File: config.mk
export PLATFORM = sky130hd
export DESIGN_NAME = regfile_port_arbiter
export DESIGN_NICKNAME = d
export VERILOG_FILES = /design/src/rtl/regfile_port_arbiter.sv
export SDC_FILE = /design/constraint.sdc
export NUM_CORES = 1
export LEC_CHECK = 0
export CAP_MARGIN = 0
export CELL_PAD_IN_SITES_DETAIL_PLACEMENT = 1
export CELL_PAD_IN_SITES_GLOBAL_PLACEMENT = 1
export CORE_ASPECT_RATIO = 0.5
export CORE_UTILIZATION = 25
export CTS_BUF_LIST = sky130_fd_sc_hd__clkbuf_2
export DETAILED_ROUTE_END_ITERATION = 10
export GPL_TIMING_DRIVEN = 0
export PLACE_DENSITY_LB_ADDON = 0.1
export SYNTH_ARGS = -nofsm -noshare
export SYNTH_HDL_FRONTEND = slang
export SYNTH_SLANG_ARGS = --single-unit
File: constraint.sdc
create_clock -name clk -period 4.11 [get_ports clk]
set_clock_uncertainty 0.2 [all_clocks]
set_input_delay 0.822 -clock clk [delete_from_list [all_inputs] [get_ports clk]]
set_output_delay 0.822 -clock clk [all_outputs]
set_load 0.005 [all_outputs]
File: src/rtl/regfile_port_arbiter.sv
// regfile_port_arbiter: round-robin A/B arbiter driving one register file, one 2-read/1-write transaction per grant
module regfile_port_arbiter #(
    parameter int DATA_W    = 32,
    parameter int ADDR_W    = 5,
    parameter bit PRIO_INIT = 1'b0,
    parameter int CNT_W     = 8
) (
    input  logic              clk,
    input  logic              rst,
    input  logic              req_a,
    input  logic              we_a,
    input  logic [ADDR_W-1:0] rr1_a,
    input  logic [ADDR_W-1:0] rr2_a,
    input  logic [ADDR_W-1:0] wr_a,
    input  logic [DATA_W-1:0] wd_a,
    output logic              gnt_a,
    output logic              rvalid_a,
    output logic [DATA_W-1:0] rdata1_a,
    output logic [DATA_W-1:0] rdata2_a,
    input  logic              req_b,
    input  logic              we_b,
    input  logic [ADDR_W-1:0] rr1_b,
    input  logic [ADDR_W-1:0] rr2_b,
    input  logic [ADDR_W-1:0] wr_b,
    input  logic [DATA_W-1:0] wd_b,
    output logic              gnt_b,
    output logic              rvalid_b,
    output logic [DATA_W-1:0] rdata1_b,
    output logic [DATA_W-1:0] rdata2_b,
    output logic              rf_we,
    output logic [ADDR_W-1:0] rf_rr1,
    output logic [ADDR_W-1:0] rf_rr2,
    output logic [ADDR_W-1:0] rf_wr,
    output logic [DATA_W-1:0] rf_wd,
    input  logic [DATA_W-1:0] rf_rd1,
    input  logic [DATA_W-1:0] rf_rd2,
    output logic              busy,
    output logic [CNT_W-1:0]  conflict_cnt
);
    typedef enum logic [1:0] {IDLE, ACCESS, RESP} state_t;
    state_t state, state_nx;
    logic prio, win, arb, both, pick_b;
    logic [DATA_W-1:0] rd1_m, rd2_m;
    always_ff @(posedge clk) state <= !rst ? IDLE : state_nx;
    always_comb state_nx = state == ACCESS ? RESP : arb ? ACCESS : IDLE;
    always_comb begin
        arb    = state != ACCESS && (req_a || req_b);
        both   = req_a && req_b;
        pick_b = req_b && (!req_a || prio);
        busy   = state != IDLE;
        rd1_m  = rf_rr1 == '0 ? '0 : rf_rd1;
        rd2_m  = rf_rr2 == '0 ? '0 : rf_rd2;
    end
    always_ff @(posedge clk) begin
        if (!rst) begin
            prio         <= PRIO_INIT;
            win          <= 1'b0;
            gnt_a        <= 1'b0;
            gnt_b        <= 1'b0;
            rvalid_a     <= 1'b0;
            rvalid_b     <= 1'b0;
            rdata1_a     <= '0;
            rdata2_a     <= '0;
            rdata1_b     <= '0;
            rdata2_b     <= '0;
            rf_we        <= 1'b0;
            rf_rr1       <= '0;
            rf_rr2       <= '0;
            rf_wr        <= '0;
            rf_wd        <= '0;
            conflict_cnt <= '0;
        end else begin
            gnt_a    <= arb && !pick_b;
            gnt_b    <= arb && pick_b;
            rvalid_a <= state == ACCESS && !win;
            rvalid_b <= state == ACCESS && win;
            // writes to x0 are dropped here so the register file never sees them
            rf_we    <= arb && (pick_b ? we_b && |wr_b : we_a && |wr_a);
            if (state == ACCESS && !win) begin
                rdata1_a <= rd1_m;
                rdata2_a <= rd2_m;
            end
            if (state == ACCESS && win) begin
                rdata1_b <= rd1_m;
                rdata2_b <= rd2_m;
            end
            if (arb) begin
                rf_rr1 <= pick_b ? rr1_b : rr1_a;
                rf_rr2 <= pick_b ? rr2_b : rr2_a;
                rf_wr  <= pick_b ? wr_b : wr_a;
                rf_wd  <= pick_b ? wd_b : wd_a;
                win    <= pick_b;
                prio   <= !pick_b;
                if (both && !(&conflict_cnt)) conflict_cnt <= conflict_cnt + 1'b1;
            end
        end
    end
endmodule

==> reports/results.tsv, run 1 <==
stage	metric	value	unit
outcome	outcome	finished clean	
yosys	ys_seq_area_frac	0.545	
worst_setup_path	cp_data_arrival_time	1990	ps
die	core	27700	um^2
yosys	synth_area_leaders	dfxtp_1 (55%), a21oi_1 (9.6%), nand3_1 (9.4%), nand2_1 (7.8%), a222oi_1 (5.3%)	
worst_setup_path	crit_required	3090	ps
timing	min_period	3010	ps
yosys	syn-instance-count	819	
min_path	hold_depth	2	
cts	htreeDepth	4	
worst_setup_path	cp_top_family	buffers and inverters	
pwr	cellPowerDensity	341	nW/um^2
worst_setup_path	max_stage_delay	450	ps
timing	setup_viol	0	
worst_setup_path	crit_chain	or2_2 -> clkdlybuf4s50_1	
cts	cts_made_buffers	17	
yosys	synthArstFlopShare	0	
worst_setup_path	crit_path_top_delay_cell	clkdlybuf4s50_1	
die	start_util	0.254	
placement	dp_hpwl	23200	um
worst_setup_path	r2r_cells	5	
timing	finalHoldViolCount	0	
worst_setup_path	critPathKind	reg2out	
yosys	synth_common_cells	dfxtp_1 (192), nand2_1 (146), a21oi_1 (135)	
worst_setup_path	crit_path_start_kind	flip-flop	
cts	cts.clk_slew.worst_paths	260	ps
die	num_io_pins	353	
yosys	yosysWarnings	0	
timing	timing.fmax	332	MHz
routing	ant_nets	0	
placement	gp_congestion	0.802	
cells_and_area	nNetsFinal	1355	
timing	drv_slew	0	
routing	vias	7434	
die	die_h	121	um
global_routing	grt.total_usage	0.205	
flow_run	maxCapViolations	0	
cts	cts-resized-gates	0	
timing	finalSetupTns	0	ps
die	die_w	239	um
yosys	synth_area_leader_cell	dfxtp_1	
yosys	syn-num-nets	984	
yosys	yosys.area_share.xor_xnor	0.00124	
worst_setup_path	path_buf_inv	1	
global_routing	grt_pass1_wl	44400	um
cts	clock_path_buffers	2	
yosys	synth_edf_count	0	
yosys	synthesis.area	7050	um^2
timing	relSlewSlack	0.380	
die	die-area	28900	um^2
yosys	synthAdderAreaFrac	0.00177	
cts	clkLatencyLatePin	860	ps
worst_setup_path	endpoint_kind	output pin	
yosys	ys_ff_latch	192	
cts	cts_sinks	192	
yosys	ys_types	36	
worst_setup_path	path_depth	2	
cts	post_cts_buffers	0	
pwr	peakVddDrop	0.167	mV
cts	cts_root_buf	clkbuf_2	
timing	layout_setup_ws	1100	ps
cts	cts_tree	yes	
routing	routed_wirelength	30000	um
yosys	syn_avg_cell_area	8.61	um^2
cells_and_area	area_delta_synth_final	60.3	%
placement	portBuffers	352	
global_routing	grt_max_degree	17	
worst_setup_path	cp_max_fo	3	
pwr	fin_total_pwr	3.85	mW
pwr	leakage	4.07	nW
cells_and_area	drive_above_1_share	0.0607	
yosys	synth_top_family_by_area	simple AND/OR/NAND/NOR gates	
routing	drt_iter0_markers	364	
yosys	synth_flop_cell	dfxtp_1	
routing	via_per_inst	4.68	
cts	cts_hold_buf	0	
routing	route.detailed.drc	0	
min_path	hp-class	reg2reg	
yosys	synth_compound_area_frac	0.179	
global_routing	first_global_vias	7751	
die	row_count	43	
timing	grt_setup_unrepaired	no	
yosys	netlist.area_leader.share	0.545	
yosys	muxShareOfSynthArea	0.00142	
routing	first_pass_iters	5	
global_routing	antenna_found_initial	5	
yosys	synthSimpleGateAreaFrac	0.201	
timing	fin_crit_sh	0.733	
placement	post-place-ws	801	ps
timing	tightestPinTransition	930	ps
cells_and_area	nFillCells	3283	
global_routing	grt_overflow_total	0	
routing	post_drt_wl_per_cell	18.9	um
yosys	yosys.cell_count.top_type	dfxtp_1	
[metal layers]
layer | vias up | GRT usage | part of all wire
met5 | - | 0 | 0.0011
li1 | 3613 | - | -
met1 | 3598 | 0.243 | 0.42
met3 | 30 | 0.0658 | 0.058
met2 | 189 | 0.358 | 0.50
met4 | 4 | 0.0565 | 0.015
[layout by cell type, fill, tap and decap left out, types with 4 or more instances in the layout]
cell             instances
o21ai_1                  8
o21ai_0                  5
inv_1                   37
or4_1                    5
a222oi_1                37
a22oi_1                 10
nand2_1                146
clkbuf_2                21
a21oi_1                135
clkdlybuf4s50_1        352
buf_2                   30
nand3_1                132
buf_6                    5
dfxtp_1                192
clkinvlp_4               4
clkbuf_1                35
nor2_1                   8
[report_power, final]
part | internal [mW] | leakage (nW) | total (mW) | switching [mW]
Combinational | 0.406 | 2.37 | 0.809 | 0.402
Clock | 0.342 | 0.139 | 1.02 | 0.681
Sequential | 1.97 | 1.56 | 2.02 | 0.0560
[registers in the layout, summed over array words and instances, names as in the netlist]
register / count
rdata2_b: 32
conflict_cnt: 8
rf_rr1: 5
rvalid_b: 1
rdata1_b: 32
gnt_b: 1
state: 2
win: 1
gnt_a: 1
rf_we: 1
rdata2_a: 32
rf_wr: 5
rf_wd: 32
rdata1_a: 32
prio: 1
rf_rr2: 5
rvalid_a: 1
[worst min-delay path, stage by stage (launching register included)]
cell and delay [ps]:
dfxtp_1 370, nand2_1 50, o21ai_1 50
[cells by family after synthesis]
family	count (synthesis)
buf+inv	110
compound gates	203
xor+xnor	1
fa+ha+maj	1
flops	192
mux	1
simple gates	311
[final timing paths]
path	start	endpoint	slack, ps
setup / recovery	state[0]	busy	1100
hold / removal	rf_wr[0]	rf_wr[0]	270
setup reg to reg	rf_rr1[4]	rdata1_a[29]	2020
hold reg to reg	rf_wr[0]	rf_wr[0]	270
[metrics by stage]
step / instance area [um^2] / hold WS [ps] / utilization / instances
finish: 11300 / 266 / 0.408 / 1587
detailed placement: 11100 / 245 / 0.399 / 1553
CTS: 11300 / 223 / 0.408 / 1585
global route: 11300 / 210 / 0.408 / 1587
global placement: 11100 / 237 / 0.399 / 1553
floorplan: 7050 / 241 / - / 819
[cell type report]
type,instances,area (um^2),share of cell area
antenna,2,5.00,0.000443
tap,382,478,0.0423
timing repair buffer,352,3520,0.312
sequential,192,3840,0.340
clock buffer,21,105,0.00930
clock inverter,11,140,0.0124
inverter,38,143,0.0126
multi-input combinational,517,2710,0.240
buffer,72,353,0.0312
Note: power is estimated with default switching activity, not from simulation.
==> run 2: changes to the inputs <==
Clock period 4.11 ns to 3 ns, I/O delays scaled along.
==> run 2 against run 1 <==
Against the previous run: combinational power up 37%; wire length up 0.14%; count of clock-buffer cells in the layout unchanged; sequential share of layout area down 0.060 points; final area up 0.18%; global-route usage unchanged; critical path depth unchanged; utilization up 0.072 points; clock power up 37%; sequential power up 37%; critical path type unchanged.
==> reports/results.tsv, run 2 (synthesis results as in run 1) <==
stage	metric	value	unit	change
outcome	outcome	finished clean		
cts	htreeDepth	4		unchanged
cts	clkLatencyLatePin	860	ps	about the same
cts	clock_path_buffers	2		unchanged
pwr	power.switching	1.56	mW	+37%
worst_setup_path	max_stage_delay	450	ps	about the same
worst_setup_path	critPathKind	reg2out		
die	die_w	239	um	unchanged
routing	route.detailed.drc	0		unchanged
cts	cts_made_buffers	17		unchanged
global_routing	grt_overflow_total	0		unchanged
worst_setup_path	endpoint_kind	output pin		
worst_setup_path	cp_data_arrival_time	1990	ps	about the same
global_routing	first_global_vias	7751		unchanged
die	num_io_pins	353		unchanged
global_routing	grt_pass1_wl	44400	um	unchanged
timing	tightestPinTransition	902	ps	-27.2 ps
timing	grt_setup_unrepaired	no		
die	die-area	28900	um^2	unchanged
min_path	hp-class	in2reg		
die	start_util	0.254		unchanged
timing	finalSetupTns	0	ps	unchanged
timing	min_period	2790	ps	
routing	routed_wirelength	30100	um	+0.14%
worst_setup_path	timing.rr.end	rdata1_a[29]		
placement	gp_congestion	0.802		unchanged
cells_and_area	area_delta_synth_final	60.6	%	
cts	cts.clk_slew.worst_paths	310	ps	+50 ps
pwr	p_sw_frac	0.296		about the same
cts	post_cts_buffers	0		unchanged
worst_setup_path	cp_max_fo	3		unchanged
pwr	seqPwrFrac	0.524		about the same
pwr	fin_total_pwr	5.28	mW	+37%
routing	ant_nets	0		unchanged
timing	drv_slew	0		unchanged
worst_setup_path	crit_chain	or2_2 -> clkdlybuf4s50_1		
worst_setup_path	crit_required	2200	ps	-890 ps
global_routing	grt_max_degree	17		unchanged
cells_and_area	drive_above_1_share	0.0606		-0.000101
routing	vias	7427		-0.094%
flow_run	maxCapViolations	0		unchanged
min_path	whs_endpoint	rf_wd[21]		
die	core	27700	um^2	unchanged
cts	cts-resized-gates	0		unchanged
global_routing	antenna_found_initial	5		unchanged
min_path	hold_start	wd_b[21]		
placement	dp_hpwl	23200	um	unchanged
timing	fin_crit_sh	0.931		
die	die_h	121	um	unchanged
pwr	cellPowerDensity	467	nW/um^2	+37%
cts	cts_root_buf	clkbuf_2		
pwr	leakage	4.08	nW	+0.21%
worst_setup_path	crit_path_top_delay_cell	clkdlybuf4s50_1		
worst_setup_path	crit_path_start_kind	flip-flop		
pwr	pwr-share-comb	0.210		about the same
timing	relSlewSlack	0.398		+0.0182
cells_and_area	nNetsFinal	1357		+0.15%
routing	first_pass_iters	5		unchanged
placement	portBuffers	352		unchanged
global_routing	grt.total_usage	0.205		unchanged
routing	via_per_inst	4.67		-0.22%
cells_and_area	final_cell_mix	clkdlybuf4s50_1 (352), dfxtp_1 (192), nand2_1 (146)		
routing	post_drt_wl_per_cell	18.9	um	about the same
min_path	hold_depth	3		+1
routing	drt_iter0_markers	367		+0.82%
cts	cts_tree	yes		
worst_setup_path	r2r_start	rf_rr1[4]		
pwr	p_clk_frac	0.265		about the same
die	row_count	43		unchanged
cells_and_area	final_common_cell	clkdlybuf4s50_1		
timing	setup_viol	0		unchanged
timing	timing.fmax	358	MHz	
worst_setup_path	reg2reg_slack	900	ps	-1120 ps
cts	cts_sinks	192		unchanged
worst_setup_path	r2r_cells	5		unchanged
timing	finalHoldViolCount	0		unchanged
cts	cts_hold_buf	0		unchanged
pwr	peakVddDrop	0.228	mV	+37%
cells_and_area	multi_input_area	2710	um^2	unchanged
cells_and_area	seq_area	3840	um^2	unchanged
pwr	internal_power	3.72	mW	+37%
cells_and_area	nFillCells	3281		-0.061%
==> run 2: changes by cell type in the layout (fill, tap and decap cells not counted) <==
cell	before	now
dlygate4sd3_1	0	2
==> run 2: worst max-delay path, delay by kind of cell, from the launching register on <==
family                 cells  cell delay [ps]
buffers and inverters      1              450
flip-flops                 1              380
AND/OR/NAND/NOR            1              330
==> run 2: power by group through the flow <==
stage	combinational, mW	clock, mW	sequential, mW
global route	1.21	1.56	2.79
detailed placement	1.12	0	2.82
global placement	1.11	0	2.81
floorplan	0.404	0	2.82
finish	1.11	1.40	2.77
CTS	1.13	1.46	2.77
==> run 2: stage by stage <==
stage                     instances  cell area, um^2   util  worst slack [ps]  hold slack [ps]
final                          1589            11300  0.409               208             99.1
after global routing           1589            11300  0.409              43.4             1.73
after global placement         1553            11100  0.399             -72.8              237
after floorplan                 819             7050      -              1240              241
after detailed placement       1553            11100  0.399             -86.7              245
after CTS                      1585            11300  0.408              73.9            0.937
==> run 2: layout make-up <==
class | count | share of cell area
Antenna cell | 2 | 0.000442
Tap cell | 382 | 0.0422
Clock inverter | 11 | 0.0124
Buffer | 72 | 0.0312
Timing Repair Buffer | 354 | 0.313
Sequential cell | 192 | 0.339
Multi-Input combinational cell | 517 | 0.239
Inverter | 38 | 0.0126
Clock buffer | 21 | 0.00928
==> run 2: worst max-delay path by stage <==
stage	startpoint	to	slack [ps]	cells after the start
2_1_floorplan	req_a	rf_wd[10]	1240	6
3_3_place_gp	rst	rdata1_a[29]	-70	5
3_5_place_dp	rst	rdata1_a[23]	-90	5
4_1_cts	state[0]	busy	70	2
5_1_grt	state[0]	busy	40	2
6_report	state[0]	busy	210	2
==> run 2: routing by layer <==
| layer | vias to the layer above | track usage | share of wire |
|---|---|---|---|
| met5 | - | 0 | 0.0011 |
| met4 | 4 | 0.0565 | 0.015 |
| met3 | 30 | 0.0658 | 0.054 |
| met2 | 175 | 0.358 | 0.50 |
| met1 | 3603 | 0.243 | 0.43 |
| li1 | 3615 | - | - |
